==> src/rtl/imem_pkg.sv <==
// Shared definitions for the instruction-memory loader: loader tokens,
// controller state enumeration and a byte-lane insertion helper.
package imem_pkg;

    localparam logic [7:0] TOKEN_START = 8'hFE;
    localparam logic [7:0] TOKEN_END   = 8'hFF;

    typedef enum logic [2:0] {
        ST_IDLE,
        ST_LOAD,
        ST_FLUSH,
        ST_DONE,
        ST_ERROR
    } load_state_e;

    // Place a byte into a word, lane 0 being the most significant byte.
    function automatic logic [31:0] insert_byte(input logic [31:0] word,
                                                input logic [1:0]  lane,
                                                input logic [7:0]  data);
        logic [31:0] result;
        result = word;
        case (lane)
            2'd0:    result[31:24] = data;
            2'd1:    result[23:16] = data;
            2'd2:    result[15:8]  = data;
            default: result[7:0]   = data;
        endcase
        return result;
    endfunction

endpackage

==> src/rtl/imem_word_packer.sv <==
// Byte-lane assembler: collects loader bytes MSB-first into a 32-bit word.
// Unfilled lanes always read as zero, so the held word doubles as the
// zero-padded partial word when the image ends mid-word.
module imem_word_packer
    import imem_pkg::*;
(
    input  logic        clk,
    input  logic        reset_n,
    input  logic        clear_i,
    input  logic        push_i,
    input  logic [7:0]  byte_i,
    output logic [1:0]  lane_o,
    output logic [31:0] word_o,
    output logic [31:0] word_next_o
);

    logic [1:0]  lane_q, lane_d;
    logic [31:0] word_q, word_d;

    assign lane_o      = lane_q;
    assign word_o      = word_q;
    assign word_next_o = insert_byte(word_q, lane_q, byte_i);

    // Advance the lane on each pushed byte; a completed word restarts empty.
    always_comb begin
        lane_d = lane_q;
        word_d = word_q;
        if (clear_i) begin
            lane_d = 2'd0;
            word_d = '0;
        end else if (push_i) begin
            if (lane_q == 2'd3) begin
                lane_d = 2'd0;
                word_d = '0;
            end else begin
                lane_d = lane_q + 2'd1;
                word_d = word_next_o;
            end
        end
    end

    // Lane and partial-word registers; reset abandons any partial word.
    always_ff @(posedge clk or negedge reset_n) begin
        if (!reset_n) begin
            lane_q <= 2'd0;
            word_q <= '0;
        end else begin
            lane_q <= lane_d;
            word_q <= word_d;
        end
    end

endmodule

==> src/rtl/imem_load_ctrl.sv <==
// Instruction-memory load controller: receives a byte-stream image framed
// by 0xFE / 0xFF, writes full words into instruction memory and holds the
// core in reset until a load completes cleanly.
module imem_load_ctrl
    import imem_pkg::*;
#(
    parameter int DEPTH       = 64,
    parameter int AW          = 6,
    parameter int TIMEOUT_CYC = 1048575
)(
    input  logic          clk,
    input  logic          reset_n,
    input  logic          byte_valid,
    input  logic [7:0]    byte_data,
    output logic          byte_ready,
    output logic          mem_we,
    output logic [AW-1:0] mem_waddr,
    output logic [31:0]   mem_wdata,
    output logic          cpu_rst_n,
    output logic          load_busy,
    output logic          load_done,
    output logic          load_err,
    output logic [AW:0]   word_count
);

    localparam int            TW       = $clog2(TIMEOUT_CYC + 1);
    localparam logic [AW:0]   DEPTH_W  = (AW+1)'(DEPTH);
    localparam logic [TW-1:0] TMO_LAST = TW'(TIMEOUT_CYC - 1);

    load_state_e   state_q, state_d;
    logic          mem_we_q, mem_we_d;
    logic [AW-1:0] mem_waddr_q, mem_waddr_d;
    logic [31:0]   mem_wdata_q, mem_wdata_d;
    logic [AW:0]   word_count_q, word_count_d;
    logic [TW-1:0] tmo_q, tmo_d;

    logic          accept;
    logic          pack_clear;
    logic          pack_push;
    logic [1:0]    pack_lane;
    logic [31:0]   pack_word;
    logic [31:0]   pack_word_next;

    imem_word_packer u_packer (
        .clk         (clk),
        .reset_n     (reset_n),
        .clear_i     (pack_clear),
        .push_i      (pack_push),
        .byte_i      (byte_data),
        .lane_o      (pack_lane),
        .word_o      (pack_word),
        .word_next_o (pack_word_next)
    );

    assign accept     = byte_valid && byte_ready;
    assign byte_ready = (state_q == ST_IDLE) || ((state_q == ST_LOAD) && !mem_we_q);
    assign mem_we     = mem_we_q;
    assign mem_waddr  = mem_waddr_q;
    assign mem_wdata  = mem_wdata_q;
    assign word_count = word_count_q;
    assign cpu_rst_n  = (state_q == ST_DONE);
    assign load_busy  = (state_q == ST_LOAD) || (state_q == ST_FLUSH);
    assign load_done  = (state_q == ST_DONE);
    assign load_err   = (state_q == ST_ERROR);

    // Next-state logic: token decoding, word writes, overflow and idle timeout.
    // In DONE/ERROR the restart token is sampled without a handshake, so the
    // loader presents it for a single cycle.
    always_comb begin
        state_d      = state_q;
        mem_we_d     = 1'b0;
        mem_waddr_d  = mem_waddr_q;
        mem_wdata_d  = mem_wdata_q;
        word_count_d = word_count_q;
        tmo_d        = '0;
        pack_clear   = 1'b0;
        pack_push    = 1'b0;

        if (mem_we_q) begin
            word_count_d = word_count_q + 1'b1;
        end

        case (state_q)
            ST_IDLE: begin
                if (accept && (byte_data == TOKEN_START)) begin
                    state_d      = ST_LOAD;
                    pack_clear   = 1'b1;
                    word_count_d = '0;
                end
            end
            ST_LOAD: begin
                if (accept) begin
                    if (byte_data == TOKEN_END) begin
                        pack_clear = 1'b1;
                        if (pack_lane == 2'd0) begin
                            state_d = ST_DONE;
                        end else if (word_count_q == DEPTH_W) begin
                            state_d = ST_ERROR;
                        end else begin
                            state_d     = ST_FLUSH;
                            mem_we_d    = 1'b1;
                            mem_waddr_d = word_count_q[AW-1:0];
                            mem_wdata_d = pack_word;
                        end
                    end else begin
                        pack_push = 1'b1;
                        if (pack_lane == 2'd3) begin
                            if (word_count_q == DEPTH_W) begin
                                state_d = ST_ERROR;
                            end else begin
                                mem_we_d    = 1'b1;
                                mem_waddr_d = word_count_q[AW-1:0];
                                mem_wdata_d = pack_word_next;
                            end
                        end
                    end
                end else if (tmo_q == TMO_LAST) begin
                    state_d = ST_ERROR;
                end else begin
                    tmo_d = tmo_q + 1'b1;
                end
            end
            ST_FLUSH: begin
                state_d = ST_DONE;
            end
            ST_DONE, ST_ERROR: begin
                if (byte_valid && (byte_data == TOKEN_START)) begin
                    state_d      = ST_LOAD;
                    pack_clear   = 1'b1;
                    word_count_d = '0;
                end
            end
            default: begin
                state_d = ST_IDLE;
            end
        endcase
    end

    // State, write-port and counter registers.
    always_ff @(posedge clk or negedge reset_n) begin
        if (!reset_n) begin
            state_q      <= ST_IDLE;
            mem_we_q     <= 1'b0;
            mem_waddr_q  <= '0;
            mem_wdata_q  <= '0;
            word_count_q <= '0;
            tmo_q        <= '0;
        end else begin
            state_q      <= state_d;
            mem_we_q     <= mem_we_d;
            mem_waddr_q  <= mem_waddr_d;
            mem_wdata_q  <= mem_wdata_d;
            word_count_q <= word_count_d;
            tmo_q        <= tmo_d;
        end
    end

endmodule

==> config.mk <==
export PLATFORM = sky130hd
export DESIGN_NAME = imem_load_ctrl
export DESIGN_NICKNAME = d
export VERILOG_FILES = /design/src/rtl/imem_pkg.sv /design/src/rtl/imem_word_packer.sv /design/src/rtl/imem_load_ctrl.sv
export SDC_FILE = /design/constraint.sdc
export NUM_CORES = 1
export LEC_CHECK = 0
export CAP_MARGIN = 10
export CORE_MARGIN = 3
export CORE_UTILIZATION = 60
export DETAILED_ROUTE_END_ITERATION = 6
export GPL_TIMING_DRIVEN = 0
export PLACE_DENSITY = 0.95
export REMOVE_ABC_BUFFERS = 1
export SLEW_MARGIN = 20
export SYNTH_ARGS = -nofsm -noshare
export SYNTH_HDL_FRONTEND = slang
export SYNTH_SLANG_ARGS = --single-unit
==> constraint.sdc <==
create_clock -name clk -period 2.85 [get_ports clk]
set_input_delay 0.4275 -clock clk [delete_from_list [all_inputs] [get_ports clk]]
set_output_delay 0.4275 -clock clk [all_outputs]
set_load 0.005 [all_outputs]
### After elaboration in Yosys (flattened, before gate mapping)

Index checks and enable logic that the tools add are counted.

* output and inout port bits: 51
* logic and storage cells: 95
* register bits after elaboration: 103

* reductions and logical operators: 16
* bitwise operators: 1
* muxes and demuxes: 50
* add/subtract/negate cells: 3
* equality and inequality tests: 17

Operators by type and width (number)
* $mux 32: 8
* $mux 20: 3
* $mux 8: 4
* $mux 3: 9
* $mux 6: 4
* $mux 7: 3
* $add 20x1->20 const B: 1
* $eq 20x20->1 const B: 1
* $eq 8x8->1 const B: 2
* $pmux 7 s2: 1
* $mux 1: 13
* $pmux 3 s4: 1
* $reduce_and 5->1: 2
* $ne 4x2->1 const B: 2
* $add 7x1->7 const B: 1
* $eq 7x7->1 const B: 1
* $eq 3x2->1 const B: 2
* $mux 2: 3
* $eq 2x2->1 const B: 2
* $logic_and 1x1->1: 4
* $ne 2x2->1 const B: 2
* $reduce_and 4->1: 1
* $reduce_bool 2->1: 2
* $eq 3x1->1 const B: 1
* other kinds (13): 14

### Longest topological paths before layout

Gate-level depths: netlist (run 1).

* depth in word-level cells: 8
* depth in mapped cells: 9
* mapped depth without buffers: 7

### Hierarchy

From an unflattened synthesis (run 1), not the netlist that was laid out.

* cells, all modules: 534
* area total of the unflattened synthesis: 5754.3 um^2

By module, submodules not included
* imem_load_ctrl: area each 3385.7 um^2, times used 1, cells an instance 331, sequential area each 1726.7 um^2
* imem_word_packer: area each 2368.5 um^2, times used 1, cells an instance 203, sequential area each 850.8 um^2

### Worst setup path after synthesis (run 1)

Ideal clock, no wire load.

* kind: register -> register
* from: reg word_count_q[0] (netlist: word_count[0])
* to: reg mem_waddr_q[4] (netlist: mem_waddr[4])
* setup time: 0.125 ns
* buffers on the path: 1
* cell stages (with the launch flop): 8
* period minus slack after synthesis: 1.868 ns
* slack: 0.982 ns
* data arrival time: 1.743 ns
* path through: dfrtp_1 inv_1 ha_1 nand2b_1 or4_1 o211ai_4 buf_6 mux2_4

* word-level cells in the longest chain between the ends: 4
* elaborated cells on any way between the ends: 5

RTL lines
* from (decl): RTL line imem_load_ctrl.sv:34 `logic [AW:0] word_count_q, word_count_d;`
* from (signal assigned): RTL line imem_load_ctrl.sv:153 `word_count_q <= word_count_d;`
* $eq 7x7->1 (*): RTL line imem_load_ctrl.sv:97, imem_load_ctrl.sv:108
* $mux 6 (*)
* $mux 6 (on tied branches)
* $mux 6 (*)
* to (signal assigned): RTL line imem_load_ctrl.sv:151 `mem_waddr_q <= mem_waddr_d;`
* to (decl): RTL line imem_load_ctrl.sv:32 `logic [AW-1:0] mem_waddr_q, mem_waddr_d;`

Mark *: on every way between the ends. The rest lies on a longest branch, timed or not. The select of a mux whose other input is x is not followed.
A chain may end at the register's enable or synchronous reset.

### Worst setup path in the final report (run 1)

* from: in byte_data[4]
* to: reg state_q[2]

* word-level cells in the longest chain between the ends: 4
* elaborated cells on any way between the ends: 12

RTL lines
* from (decl): RTL line imem_load_ctrl.sv:14 `input logic [7:0] byte_data,`
* $eq 8x8->1 (on tied branches): RTL line imem_load_ctrl.sv:93, imem_load_ctrl.sv:85, imem_load_ctrl.sv:127
* $mux 3 (tied with other cells): RTL line imem_load_ctrl.sv:93 `if (byte_data == TOKEN_END) begin`
* $mux 3 (tied with other cells): RTL line imem_load_ctrl.sv:92 `if (accept) begin`
* $pmux 3 s4 / $reduce_and 5->1 (equally long branches)
* to (signal assigned): RTL line imem_load_ctrl.sv:149 `state_q <= state_d;`
* to (decl): RTL line imem_load_ctrl.sv:30 `load_state_e state_q, state_d;`

Parallel ways exist; a longest one is shown, timed or not.

==> run summary, run 1 <==
Floorplanning
• **area of the core region** 0.00826 mm²
• **number of top-level pins** 62
• **Vert. Die Dim** 98.7 µm
• **Die X-Extent** 98.7 µm
• **Rows** 33
• **Starting Density** 62.4%
• **Die Footprint** 0.00974 mm²

Synth
• **synthesized-area fraction occupied by and/or/nand/nor cells** 16.0%
• **mux share of post-synthesis cell area** 4.47%
• **fraction of the mapped netlist area in compound gates** 16.9%
• **sequential element share of the synthesized area** 50.0%
• **mapped cell area** 0.00515 mm²
• **share of the synthesized area in the top cell type** 50.0%
• **Mean Syn Cell Area** 9.70 µm²
• **combinational family with the most area after synthesis** compound AO/OA/AOI/OAI gates
• **count of cell types in the netlist** 49
• **parity-gate share of the synthesized area counting xor and xnor cells** 4.08%
• **register bit total from synthesis** 103
• **cell taking the most area after synthesis** dfrtp_1
• **flip-flop cell with the highest count after synthesis** dfrtp_1
• **yosys synthesis warning count** 0
• **synth cell count leaders** dfrtp_1 (103), nand2_1 (75), a21oi_1 (37), nor2_1 (36), o21ai_0 (35)
• **most area-consuming cells after synthesis** dfrtp_1 (50%), nand2_1 (5.5%), a32o_1 (4.5%), a21oi_1 (3.6%), o21ai_0 (3.4%)
• **Synth Area in Adders** 1.94%
• **most numerous cell in the Yosys netlist** dfrtp_1
• **Async SR Flop Fraction** 100%
• **Post-synth EDFFs** 0
• **number of instances in the synthesized netlist** 531

Critical path
• **r2r startpoint** u_packer.lane_o[0]
• **terminus of the critical flop-to-flop path** mem_wdata[25]
• **kind of start point of the critical path** input pin
• **Critical Path Sink Type** register
• **r2r setup slk** 0.24 ns
• **maximum fanout along the worst path** 52
• **Worst Path Arrival** 2.93 ns
• **type of the worst setup path** input pin to register
• **required time worst endpoint** 3.12 ns
• **depth of the worst register-to-register path** 6

Layout
• **final net count** 586
• **Finished Core Util** 72.4%
• **fraction of layout cells with a size suffix above 1** 6.47%
• **count of inserted antenna diode cells** 0
• **area grow syn2layout** 16.1%
• **post-layout instance area** 0.00598 mm²
• **FILL cells** 590

Placement
• **Placed Instance Area** 0.00575 mm²
• **routability cong.** 0.834
• **half-perimeter wire length of the detailed placement result** 7940 µm
• **Placement Setup Slack** -0.603 ns
• **buffers added on ports** 61

Timing
• **setup repair after global routing missed its margin** false
• **tightest slew margin relative to the limit** 32.9%
• **final hold viol count** 0
• **peak clock frequency supported by timing** 376 MHz
• **measured slew at the worst slew-check pin** 1.00 ns
• **fin crit period** 2.66 ns
• **final setup skew** 0.0156 ns
• **Setup-failing EPs final** 0
• **crit share post-route** 93.4%
• **number of max-slew violations in the final report** 0
• **final critical-path setup slack** 0.188 ns

Hold path
• **launch point of the worst hold path** mem_waddr[0]
• **hold path endpoint** mem_waddr[0]
• **Hold Path Stages** 2
• **class of the worst hold path** register to register

Detailed routing
• **router iterations before antenna repair** 5
• **count of unresolved DRC violations after routing** 0
• **drt via density** 6.03
• **routed wirelength normalized by instance count** 17.2 µm
• **count of vias placed by the detailed router** 4081
• **Iteration-0 DRC Markers** 325
• **number of antenna-violating nets in the routed design** 0
• **wire length after detailed routing** 11600 µm

Power and ir drop
• **net switching power figure** 0.00224 W
• **Pwr Density** 988 mW/mm²
• **sequential group share of total power** 39.4%
• **Worst VDD drop** 0.589 mV
• **Static Leak** 2.56 nW
• **cell internal pwr** 0.00367 W
• **switching part of the total power** 37.9%
• **share of total power in combinational logic** 45.7%
• **part of the power in the clock network** 14.9%

Global route
• **all-layer global routing usage** 24.5%
• **total congestion overflow after global routing** 0
• **number of global-route vias before repair** 4012
• **largest net degree at the start of global routing** 58
• **global-route wire length before repair** 19300 µm
• **number of antenna violations at the first check in global routing** 0

Clock tree
• **clock tree from TritonCTS** yes
• **clock sink total** 103
• **clock slew at reported path FFs** 0.09 ns
• **Clock Latency Late Sink** 0.39 ns
• **number of CTS-inserted buffers** 9
• **CTS Buffer Depth** 2
• **Root Buffer** clkbuf_8
• **total number of H-tree levels** 3

Flow run
• **# Max-Cap Violations** 0

Outcome
• **status** finished, final reports clean

## worst max-delay path by stage
stage | startpoint | end | slack (ns) | cells past startpoint
global placement | reset_n | mem_wdata[10] | -2.30 | 1
detailed placement | byte_data[4] | state_q[2] | -0.60 | 6
finish | byte_data[4] | state_q[2] | 0.19 | 6
global route | byte_data[4] | state_q[2] | 0.09 | 6
CTS | byte_data[0] | mem_waddr[5] | 0.05 | 6
floorplan | u_packer.lane_o[0] | mem_waddr[2] | 0.41 | 4
## layer usage
metal	track usage, %	routed length, µm	vias up
met3	6.86	780	24
met1	31.7	4740	1996
li1	-	-	1906
met2	40.6	5890	155
met5	0	0	-
met4	7.46	208	0
## power groups by stage
stage	Clock (W)	Sequential (W)	Combinational, W
floorplan	0	0.00230	0.00153
global placement	0	0.00230	0.00250
detailed placement	0	0.00235	0.00267
CTS	0.000901	0.00233	0.00270
global route	0.000958	0.00240	0.00297
finish	0.000880	0.00233	0.00270
## flip-flops by register name, indices dropped and copies added (netlist names)
name and count:
mem_waddr 6, mem_wdata 32, mem_we 1, state_q 3
tmo_q 20, u_packer.lane_o 2, u_packer.word_o 32, word_count 7
## repair_timing
item | 4_1_cts | 5_1_grt
resized for setup | 2 | 0
hold buffers | 1 | 0
setup buffers | 0 | 2
endpoints found under the hold margin | 46 | 0
pin swaps | 0 | 1
setup endpoints to repair | 28 | 4
## per-stage QoR
step | total power (W) | cells | TNS (ns) | hold WS, ns
2_1_floorplan | 0.00383 | 488 | 0 | 0.132
3_3_place_gp | 0.00480 | 654 | -276.67 | 0.467
3_5_place_dp | 0.00502 | 658 | -20.55 | 0.387
4_1_cts | 0.00593 | 675 | 0 | 0.495
5_1_grt | 0.00633 | 677 | 0 | 0.511
6_report | 0.00591 | 677 | 0 | 0.489
## cell usage in the layout, fill, tap and decap left out, types with 3 or more instances in the layout
cell type	instances
nor2b_1	3
nand2b_1	4
clkbuf_8	10
nand3_1	9
nor3_1	4
o2bb2ai_1	7
o22ai_1	17
nor2_1	36
a21oi_1	37
ha_1	8
nor4_1	3
clkdlybuf4s50_1	60
xnor2_1	10
xor2_1	14
o21a_1	3
o21ai_0	35
nand4_1	10
mux2_2	4
nand2_1	75
and3_1	3
inv_1	25
a32o_1	23
and2_1	13
dfrtp_1	103
buf_16	3
mux2i_1	17
## logic make-up (layout without fill, tap and decap cells)
group | count (synthesis) | in the layout
compound gates | 131 | 131
xor+xnor | 24 | 24
fa+ha+maj | 8 | 8
buf+inv | 69 | 110
flops | 103 | 103
mux | 22 | 22
simple gates | 174 | 174
## critical path: stages
cell	delay, ns
clkdlybuf4s50_1	0.72
and4_1	0.36
nand3_2	0.44
nand2_8	0.48
o211ai_2	0.17
mux2_2	0.32
## cell type report
cell class / count / area, µm² / share of cell area, %
clock inverters: 6 / 52.6 / 0.878
multi-input cells: 359 / 2250 / 37.7
repair buffers: 68 / 731 / 12.2
inverters: 26 / 97.6 / 1.63
flip-flops and latches: 103 / 2580 / 43.1
clock buffers: 10 / 138 / 2.30
well taps: 105 / 131 / 2.20
No activity file was read; power rests on OpenSTA's default activity.
==> inputs of run 2 (changes only) <==
Settings changed: CORE_ASPECT_RATIO from default to 2, HOLD_SLACK_MARGIN from default to 0.06.
==> run summary, run 2 (same netlist as run 1, synthesis figures left out) <==
Outcome
• **status** finished, final reports clean

Layout
• **most common cell after layout, fill and taps aside** dfrtp_1
• **commonest cells after routing, fill and taps aside** dfrtp_1 (103), nand2_1 (75), clkdlybuf4s50_1 (60), a21oi_1 (37), nor2_1 (36)
• **FILL cells** 533
• **register area** 0.00258 mm²
• **fraction of layout cells with a size suffix above 1** 6.30%
• **multi-input gate area in the final layout** 0.00225 mm²
• **post-layout instance area** 0.00608 mm²
• **final net count** 585
• **area grow syn2layout** 18.1%
• **count of inserted antenna diode cells** 0

Floorplanning
• **Die Footprint** 0.00980 mm²
• **Rows** 47
• **area of the core region** 0.00829 mm²
• **Vert. Die Dim** 137 µm
• **Starting Density** 62.1%
• **Die X-Extent** 71.5 µm
• **number of top-level pins** 62

Timing
• **worst slack on hold paths** 0.483 ns
• **measured slew at the worst slew-check pin** 1.01 ns
• **Setup-failing EPs final** 0
• **peak clock frequency supported by timing** 365 MHz
• **final hold viol count** 0
• **tightest slew margin relative to the limit** 32.8%
• **crit share post-route** 96.0%
• **fin crit period** 2.74 ns
• **final setup skew** 0.00779 ns
• **number of max-slew violations in the final report** 0
• **setup repair after global routing missed its margin** false

Critical path
• **max incr delay on CP** 0.76 ns
• **kind of start point of the critical path** input pin
• **Worst Path Arrival** 2.97 ns
• **total buffers and inverters traversed by the critical path** 1
• **type of the worst setup path** input pin to register
• **Top delay family on crit path** simple AND/OR/NAND/NOR gates
• **cell-by-cell listing of the critical path** clkdlybuf4s50_1 > and4_1 > nand3_2 > nand2_8 > o211ai_2 > mux2_2
• **maximum fanout along the worst path** 52
• **r2r startpoint** u_packer.lane_o[0]
• **crit path max-delay cell type** clkdlybuf4s50_1
• **Worst Setup SP** byte_data[5]
• **Critical Path Sink Type** register
• **required time worst endpoint** 3.08 ns

Clock tree
• **Root Buffer** clkbuf_16
• **clock sink total** 103
• **clock slew at reported path FFs** 0.07 ns
• **number of CTS-inserted buffers** 9
• **Clock Latency Late Sink** 0.35 ns
• **clock tree from TritonCTS** yes
• **total number of H-tree levels** 3
• **CTS Buffer Depth** 2

Global route
• **total congestion overflow after global routing** 0
• **number of global-route vias before repair** 4320
• **largest net degree at the start of global routing** 78
• **all-layer global routing usage** 26.3%
• **number of antenna violations at the first check in global routing** 0
• **global-route wire length before repair** 20400 µm

Detailed routing
• **wire length after detailed routing** 12400 µm
• **count of vias placed by the detailed router** 4227
• **routed wirelength normalized by instance count** 18.5 µm
• **router iterations before antenna repair** 5
• **drt via density** 6.32
• **count of unresolved DRC violations after routing** 0
• **number of antenna-violating nets in the routed design** 0
• **Iteration-0 DRC Markers** 388

Placement
• **routability cong.** 0.836
• **half-perimeter wire length of the detailed placement result** 8140 µm
• **Placed Instance Area** 0.00574 mm²
• **buffers added on ports** 61

Power and ir drop
• **Worst VDD drop** 0.643 mV
• **Pwr Density** 1040 mW/mm²
• **Static Leak** 2.61 nW

Flow run
• **# Max-Cap Violations** 0

Hold path
• **class of the worst hold path** register to register
• **launch point of the worst hold path** mem_wdata[1]

-- run 2: cell count changes in the layout (fill, tap and decap cells not counted) --
cell,change
buf_4,-1
bufinv_16,+1
clkbuf_16,+9
clkbuf_8,-8
clkinv_2,+2
clkinv_4,-1
clkinvlp_4,-1
inv_6,-1
inv_8,-1
-- run 2: worst paths after layout --
| path | end | slack [ns] | cells after the start |
|---|---|---|---|
| worst max register to register | mem_wdata[24] | 0.23 | 6 |
| worst min register to register | mem_wdata[1] | 0.48 | 2 |
| worst min-delay path | mem_wdata[1] | 0.48 | 2 |
| min in group asynchronous | tmo_q[6] | 0.50 | 2 |
| max in group asynchronous | mem_waddr[0] | 1.68 | 3 |
| worst max-delay path | state_q[2] | 0.11 | 6 |
-- run 2: layout make-up --
class                   count  area share, %
repair buffers             67           11.9
clock inverters             5          0.925
multi-input cells         359           37.1
flip-flops and latches    103           42.4
well taps                  98           2.02
clock buffers              11           4.15
inverters                  26           1.60
-- run 2: worst min-delay path, cell delays in order (launching register included) --
cell	delay [ns]
dfrtp_1	0.34
nand2_1	0.05
o21ai_0	0.06
-- run 2: per-stage QoR --
| step | std cells | worst slack, ns | setup TNS (ns) | power, W | util, % |
|---|---|---|---|---|---|
| floorplan | 488 | 0.413 | 0 | 0.00383 | - |
| global placement | 647 | -2.24 | -267.11 | 0.00481 | 68.1 |
| detailed placement | 651 | -0.626 | -20.64 | 0.00501 | 69.3 |
| CTS | 668 | 0.0157 | 0 | 0.00630 | 73.3 |
| global route | 669 | 0.0116 | 0 | 0.00671 | 73.4 |
| finish | 669 | 0.113 | 0 | 0.00633 | 73.4 |
-- run 2: layer usage --
layer | GRT usage (%) | routed length, µm | vias to the layer above
met3 | 3.97 | 585 | 42
li1 | - | - | 1921
met1 | 30.1 | 4690 | 2098
met5 | 0 | 0 | -
met2 | 46.6 | 6680 | 166
met4 | 13.6 | 450 | 0
-- run 2: power breakdown --
part | leakage (nW) | switching [W] | total [W] | internal (W)
clock | 0.152 | 0.000537 | 0.00126 | 0.000727
sequential | 1.26 | 0.000396 | 0.00235 | 0.00195
combinational | 1.21 | 0.00135 | 0.00272 | 0.00137
-- run 2: what timing repair did --
| action | in CTS | in global routing |
|---|---|---|
| gates resized for setup | 2 | 0 |
| pin swaps | 0 | 2 |
| endpoints found under the setup margin | 28 | 5 |
| buffers inserted | 0 | 1 |
| hold buffers | 1 | 0 |
| endpoints found under the hold margin | 26 | 0 |
